[config.mk]
export PLATFORM = sky130hd
export DESIGN_NAME = rotr16_load_ctrl
export DESIGN_NICKNAME = d
export VERILOG_FILES = /design/src/rtl/rotr16_pkg.sv /design/src/rtl/rotr16_ref_rot.sv /design/src/rtl/rotr16_load_ctrl.sv
export SDC_FILE = /design/constraint.sdc
export NUM_CORES = 1
export LEC_CHECK = 0
export CAP_MARGIN = 20
export CORE_UTILIZATION = 45
export CTS_CLUSTER_SIZE = 24
export DETAILED_ROUTE_END_ITERATION = 8
export PLACE_DENSITY = 0.92
export SLEW_MARGIN = 30
export SYNTH_ARGS = -nofsm -noshare
export SYNTH_HDL_FRONTEND = slang
export SYNTH_SLANG_ARGS = --single-unit
[constraint.sdc]
create_clock -name i_clk -period 2.7 [get_ports i_clk]
set_input_delay 0.675 -clock i_clk [delete_from_list [all_inputs] [get_ports i_clk]]
set_output_delay 0.675 -clock i_clk [all_outputs]
set_load 0.1 [all_outputs]
[src/rtl/rotr16_pkg.sv]
// Shared definitions for the rotate-right load controller: FSM state type and
// the default word / rotate-amount widths.
package rotr16_pkg;

    localparam int WIDTH_DEF = 16;
    localparam int AMT_W_DEF = 4;

    typedef enum logic [1:0] {
        ST_IDLE   = 2'd0,
        ST_LOAD   = 2'd1,
        ST_ROTATE = 2'd2,
        ST_HOLD   = 2'd3
    } state_t;

endpackage

[src/rtl/rotr16_ref_rot.sv]
// Combinational reference rotator: word rotated right by amt positions.
// Instantiated by the controller only when ROTR16_LOAD_CTRL_CHECK_EN is defined.
module rotr16_ref_rot
    import rotr16_pkg::*;
#(
    parameter int WIDTH = WIDTH_DEF,
    parameter int AMT_W = AMT_W_DEF
) (
    input  logic [WIDTH-1:0] word,
    input  logic [AMT_W-1:0] amt,
    output logic [WIDTH-1:0] rot
);

    // For amt == 0 the left shift is by WIDTH, which yields zero.
    assign rot = (word >> amt) | (word << (WIDTH - int'(amt)));

endmodule

[src/rtl/rotr16_load_ctrl.sv]
// Load controller for an external rotate-right register: loads a word, waits
// amt rotate steps, then captures and holds the result with valid/ready.
// Optional self-check enabled by defining ROTR16_LOAD_CTRL_CHECK_EN.
module rotr16_load_ctrl
    import rotr16_pkg::*;
#(
    parameter int WIDTH = WIDTH_DEF,
    parameter int AMT_W = AMT_W_DEF
) (
    input  logic             i_clk,
    input  logic             i_rst,
    input  logic             i_in_valid,
    output logic             o_in_ready,
    input  logic [WIDTH-1:0] i_in_word,
    input  logic [AMT_W-1:0] i_in_amt,
    output logic [WIDTH-1:0] o_rot_din,
    output logic             o_rot_load,
    input  logic [WIDTH-1:0] i_rot_dout,
    output logic             o_out_valid,
    input  logic             i_out_ready,
    output logic [WIDTH-1:0] o_out_word,
    output logic             o_err
);

    state_t           state_q;
    logic [AMT_W-1:0] cnt_q;
    logic [AMT_W-1:0] amt_q;
    logic [WIDTH-1:0] word_q;
    logic [WIDTH-1:0] out_word_q;
    logic             capture;

    assign capture = (state_q == ST_ROTATE) && (cnt_q == '0);

    // NOTE: reset is sampled on the clock edge (synchronous), and all state
    // uses non-blocking assignments so every register sees pre-edge values.
    always_ff @(posedge i_clk) begin
        if (i_rst) begin
            state_q    <= ST_IDLE;
            cnt_q      <= '0;
            amt_q      <= '0;
            word_q     <= '0;
            out_word_q <= '0;
        end else begin
            case (state_q)
                ST_IDLE: begin
                    if (i_in_valid) begin
                        word_q  <= i_in_word;
                        amt_q   <= i_in_amt;
                        state_q <= ST_LOAD;
                    end
                end
                ST_LOAD: begin
                    cnt_q   <= amt_q;
                    state_q <= ST_ROTATE;
                end
                ST_ROTATE: begin
                    if (capture) begin
                        out_word_q <= i_rot_dout;
                        state_q    <= ST_HOLD;
                    end else begin
                        cnt_q <= cnt_q - AMT_W'(1);
                    end
                end
                ST_HOLD: begin
                    if (i_out_ready) state_q <= ST_IDLE;
                end
                default: state_q <= ST_IDLE;
            endcase
        end
    end

    assign o_in_ready  = (state_q == ST_IDLE);
    assign o_out_valid = (state_q == ST_HOLD);
    assign o_out_word  = out_word_q;
    assign o_rot_load  = (state_q == ST_LOAD);
    assign o_rot_din   = o_rot_load ? word_q : '0;

`ifdef ROTR16_LOAD_CTRL_CHECK_EN
    logic [WIDTH-1:0] exp_word;
    logic             err_q;

    rotr16_ref_rot #(
        .WIDTH (WIDTH),
        .AMT_W (AMT_W)
    ) u_ref_rot (
        .word (word_q),
        .amt  (amt_q),
        .rot  (exp_word)
    );

    // Sticky: once a mismatch is seen only reset clears it.
    always_ff @(posedge i_clk) begin
        if (i_rst) begin
            err_q <= 1'b0;
        end else if (capture && (i_rot_dout != exp_word)) begin
            err_q <= 1'b1;
        end
    end

    assign o_err = err_q;
`else
    assign o_err = 1'b0;
`endif

endmodule
# Word-level counts from Yosys, hierarchy flattened
# Index checks and enable logic that the tools add are counted.
# W data, S select, Z words.
[word_totals]
wordCells = 28
ff_bits = 42
[op_classes]
add_sub_neg = 1
n_reduce_logical = 8
mux = 7
eq_ne = 7
[op_table]
columns = ["operator", "n"]
rows = [
  ["$mux W16", 1],
  ["$pmux W2 S4", 1],
  ["$pmux W4 S2", 1],
  ["$mux W2", 3],
  ["$ne A2 B2 Y1 const B", 3],
  ["$reduce_and A2 Y1", 3],
  ["$eq A2 B2 Y1 const B", 2],
  ["$logic_not A4 Y1", 1],
  ["$mux W4", 1],
  ["$sub A4 B1 Y4 const B", 1],
  ["$reduce_and A3 Y1", 1],
  ["$eq A2 B1 Y1 const B", 1],
  ["$logic_not A2 Y1", 1],
  ["$ne A2 B1 Y1 const B", 1],
  ["$reduce_bool A2 Y1", 1],
  ["$logic_and A1 B1 Y1", 1],
]

# Logic depth before layout (Yosys ltp)
[depth]
word_depth = 4
mapped_depth = 7

# Least setup slack after synthesis
# Ideal clock, no wire load.
[synth_path]
path_type = "register to output"
start = "register state_q[1]"
end = "output o_rot_din[10]"
slack_ns = -0.484
arrival_time_ns = 2.509
required_time_ns = 2.025
stages_incl_launch_ff = 6
n_path_buf = 2
cell_sequence = "dfxtp_1 > inv_1 > ha_1 > clkbuf_1 > clkbuf_1 > and2_1"
[synth_between]
elab_chain_cells = 2
[synth_rtl]
columns = ["element", "line_no", "source"]
rows = [
  ["from (decl)", "rotr16_load_ctrl.sv:25", "state_t state_q;"],
  ["from (signal assigned)", "rotr16_load_ctrl.sv:38", "state_q <= ST_IDLE;"],
  ["from (signal assigned)", "rotr16_load_ctrl.sv:49", "state_q <= ST_LOAD;"],
  ["from (signal assigned)", "rotr16_load_ctrl.sv:54", "state_q <= ST_ROTATE;"],
  ["$eq A2 B1 Y1", "rotr16_load_ctrl.sv:75", "assign o_rot_load = (state_q == ST_LOAD);"],
  ["named net o_rot_load", "rotr16_load_ctrl.sv:17", "output logic o_rot_load,"],
  ["$mux W16", "rotr16_load_ctrl.sv:76", "assign o_rot_din = o_rot_load ? word_q : '0;"],
  ["to (decl)", "rotr16_load_ctrl.sv:16", "output logic [WIDTH-1:0] o_rot_din,"],
]
# The timed path passes the listed nets, and every way through them passes these cells.

# Worst setup path in the final report
[layout_path]
start = "register state_q[1]"
end = "output o_rot_din[3]"
[layout_between]
elab_chain_cells = 2
[layout_rtl]
columns = ["element", "line_no"]
rows = [
  ["$eq A2 B1 Y1", "rotr16_load_ctrl.sv:75"],
  ["$mux W16", "rotr16_load_ctrl.sv:76"],
]
# Every way passes these cells.

==> impl_metrics.json <==
{
  "grt_setup_unrepaired": "no",
  "fin_cells": 342,
  "grt_pass1_wl_um": 7450,
  "ys_seq_area_share_pct": 46.7,
  "min_path_type": "reg2reg",
  "path_clk_slew_ns": 0.08,
  "ff2ff_setup_slack_ns": 0.68,
  "num_rows": 22,
  "cts_sinks": 42,
  "r2r_cells": 5,
  "synth_ff_type": "dfxtp_1",
  "drt_iter0_drc": 71,
  "grt_pass1_vias": 1698,
  "fillCellCount": 297,
  "cts.repair.resized": 0,
  "outcome": "finished, final reports clean",
  "drc_errors": 0,
  "setup_viol": 0,
  "syn-cell-area_um2": 1800,
  "syn_nets": 275,
  "fp.dieW_um": 65.3,
  "htree_num_levels": 2,
  "cellLeakagePower_nw": 1.08,
  "skew_ns": 0.00679,
  "cts_root_buf": "clkbuf_8",
  "synth_area_per_cell_um2": 7.90,
  "synth_edf_count": 0,
  "drv_cap": 0,
  "num-nets-final": 340,
  "cp_data_required_time_ns": 2.03,
  "worst-slew-pin-transition_ns": 0.738,
  "worstPathMaxFanout": 21,
  "cts_hold_buf": 0,
  "hold_viol_final": 0,
  "initial_utilization_pct": 48.1,
  "path_class": "reg2out",
  "min_from": "word_q[8]",
  "vias_per_cell": 5.00,
  "insertion_delay_ns": 0.29,
  "worstPathArrival_ns": 1.62,
  "layout_common_cells": "nand2_1 (74), dfxtp_1 (42), a21oi_1 (39), clkdlybuf4s50_1 (39), buf_4 (20)",
  "hold_end": "word_q[8]",
  "ant_nets": 0,
  "max_freq_mhz": 436,
  "async_reset_ff_share_pct": 0,
  "p_per_area_nw_per_um2": 952,
  "port_buffers": 74,
  "cts_made_buffers": 5,
  "syn_inst": 228,
  "yosysWarnings": 0,
  "post-cts-setup-buffer-count": 0,
  "boundaryPins": 76,
  "vdd_ir_drop_max_v": 0.000594,
  "multi_input_area_um2": 890,
  "wirelength_um": 4420,
  "reg2reg_from": "state_q[0]",
  "grt_overflow": 0,
  "finalMaxSlewViolations": 0,
  "startpoint_type": "flop",
  "tns_ns": 0,
  "syn2layout_area_growth_pct": 53.2,
  "post-route-period-util_pct": 85.0,
  "routed-via-count": 1711,
  "clock_path_buffers": 2,
  "fp.dieArea_um2": 4260,
  "max_slew_margin_pct": 50.8,
  "grt_max_degree": 44,
  "cts_tree": "yes",
  "core_area_um2": 3740,
  "firstDrtPassIters": 4,
  "period_needed_ns": 2.30,
  "die_y_um": 65.3,
  "ff_latch_area_um2": 841,
  "final_common_cell": "nand2_1",
  "r2r_end": "o_out_word[2]",
  "place_congestion": 0.704,
  "dpl.hpwl_um": 3090,
  "min_path_cells": 2,
  "antenna_found_initial": 0,
  "drive_above_1_share_pct": 18.7,
  "gr-usage-all-layers_pct": 22.6,
  "wl_per_cell_um": 12.9,
  "crit_path_end_kind": "output pin",
  "diodes": 0,
  "synth-seq-cells": 42,
  "dp.cells": 334,
  "synth_cell_types": 28
}
registers in the layout (all words and copies together), names as in the netlist:
signal / cells
o_out_word: 16
state_q: 2
cnt_q: 4
word_q: 16
amt_q: 4
power by group:
part	switching, mW	internal, mW	total (mW)
clock network	0.205	0.206	0.411
logic	1.00	0.408	1.41
registers	0.0689	0.737	0.806
total	1.27	1.35	2.62
worst max-delay path by stage:
stage                from      endpoint  slack (ns)
5_1_grt        state_q[1]  o_rot_din[3]        0.33
6_report       state_q[1]  o_rot_din[3]        0.40
4_1_cts        state_q[1]  o_rot_din[3]        0.39
3_5_place_dp   i_in_valid      amt_q[0]        0.51
2_1_floorplan  state_q[1]  o_rot_din[0]        0.02
3_3_place_gp   i_in_valid    word_q[13]        0.62
metal layers:
| metal | vias to the layer above | wire length (um) | GRT usage [%] |
|---|---|---|---|
| met3 | 7 | 244 | 5.56 |
| met1 | 784 | 1780 | 25.0 |
| met2 | 50 | 2310 | 41.0 |
| met4 | 0 | 76 | 8.97 |
| li1 | 870 | - | - |
| met5 | - | 0 | 0 |
cell families (layout without fill, tap and decap cells):
kind of cell / Yosys count / count (layout) / synth area share (%)
buffers and inverters: 21 / 87 / 4.73
AOI/OAI and AO/OA: 48 / 48 / 14.7
other: 1 / 1 / 0.208
muxes: 2 / 2 / 1.11
DFF: 42 / 42 / 46.7
and+or+nand+nor: 106 / 106 / 27.2
adders and majority gates: 7 / 7 / 4.86
xor gates and xnor gates: 1 / 1 / 0.487
per-stage QoR:
step	instance area (um2)	utilization, %	power, mW	hold WS, ns	setup WS [ns]
floorplan	1820	-	1.89	0.432	0.0236
detailed placement	2670	71.2	2.23	0.444	0.511
global placement	2670	71.2	2.20	0.437	0.617
global route	2760	73.7	2.77	0.477	0.330
CTS	2760	73.7	2.64	0.455	0.394
finish	2760	73.7	2.62	0.453	0.405
cell usage after synthesis (3+ instances only):
| master | n | area, um2 |
|---|---|---|
| clkbuf_1 | 14 | 52.6 |
| dfxtp_1 | 42 | 841 |
| inv_1 | 4 | 15.0 |
| a21oi_1 | 39 | 195 |
| nand2b_1 | 3 | 18.8 |
| ha_1 | 7 | 87.6 |
| and2_1 | 17 | 106 |
| nand2_1 | 74 | 278 |
critical path: stages (launching register included):
cell and delay, ns:
dfxtp_1 0.35, inv_1 0.12, ha_2 0.41, and2_1 0.25
buf_12 0.19
layout make-up:
| cell class | instances | area share (%) |
|---|---|---|
| Sequential cell | 42 | 30.5 |
| Multi-Input combinational cell | 165 | 32.3 |
| Timing Repair Buffer | 75 | 31.2 |
| Tap cell | 48 | 2.18 |
| Inverter | 4 | 0.544 |
| Clock inverter | 1 | 0.181 |
| Clock buffer | 7 | 3.13 |
No activity file was read; power rests on OpenSTA's default activity.
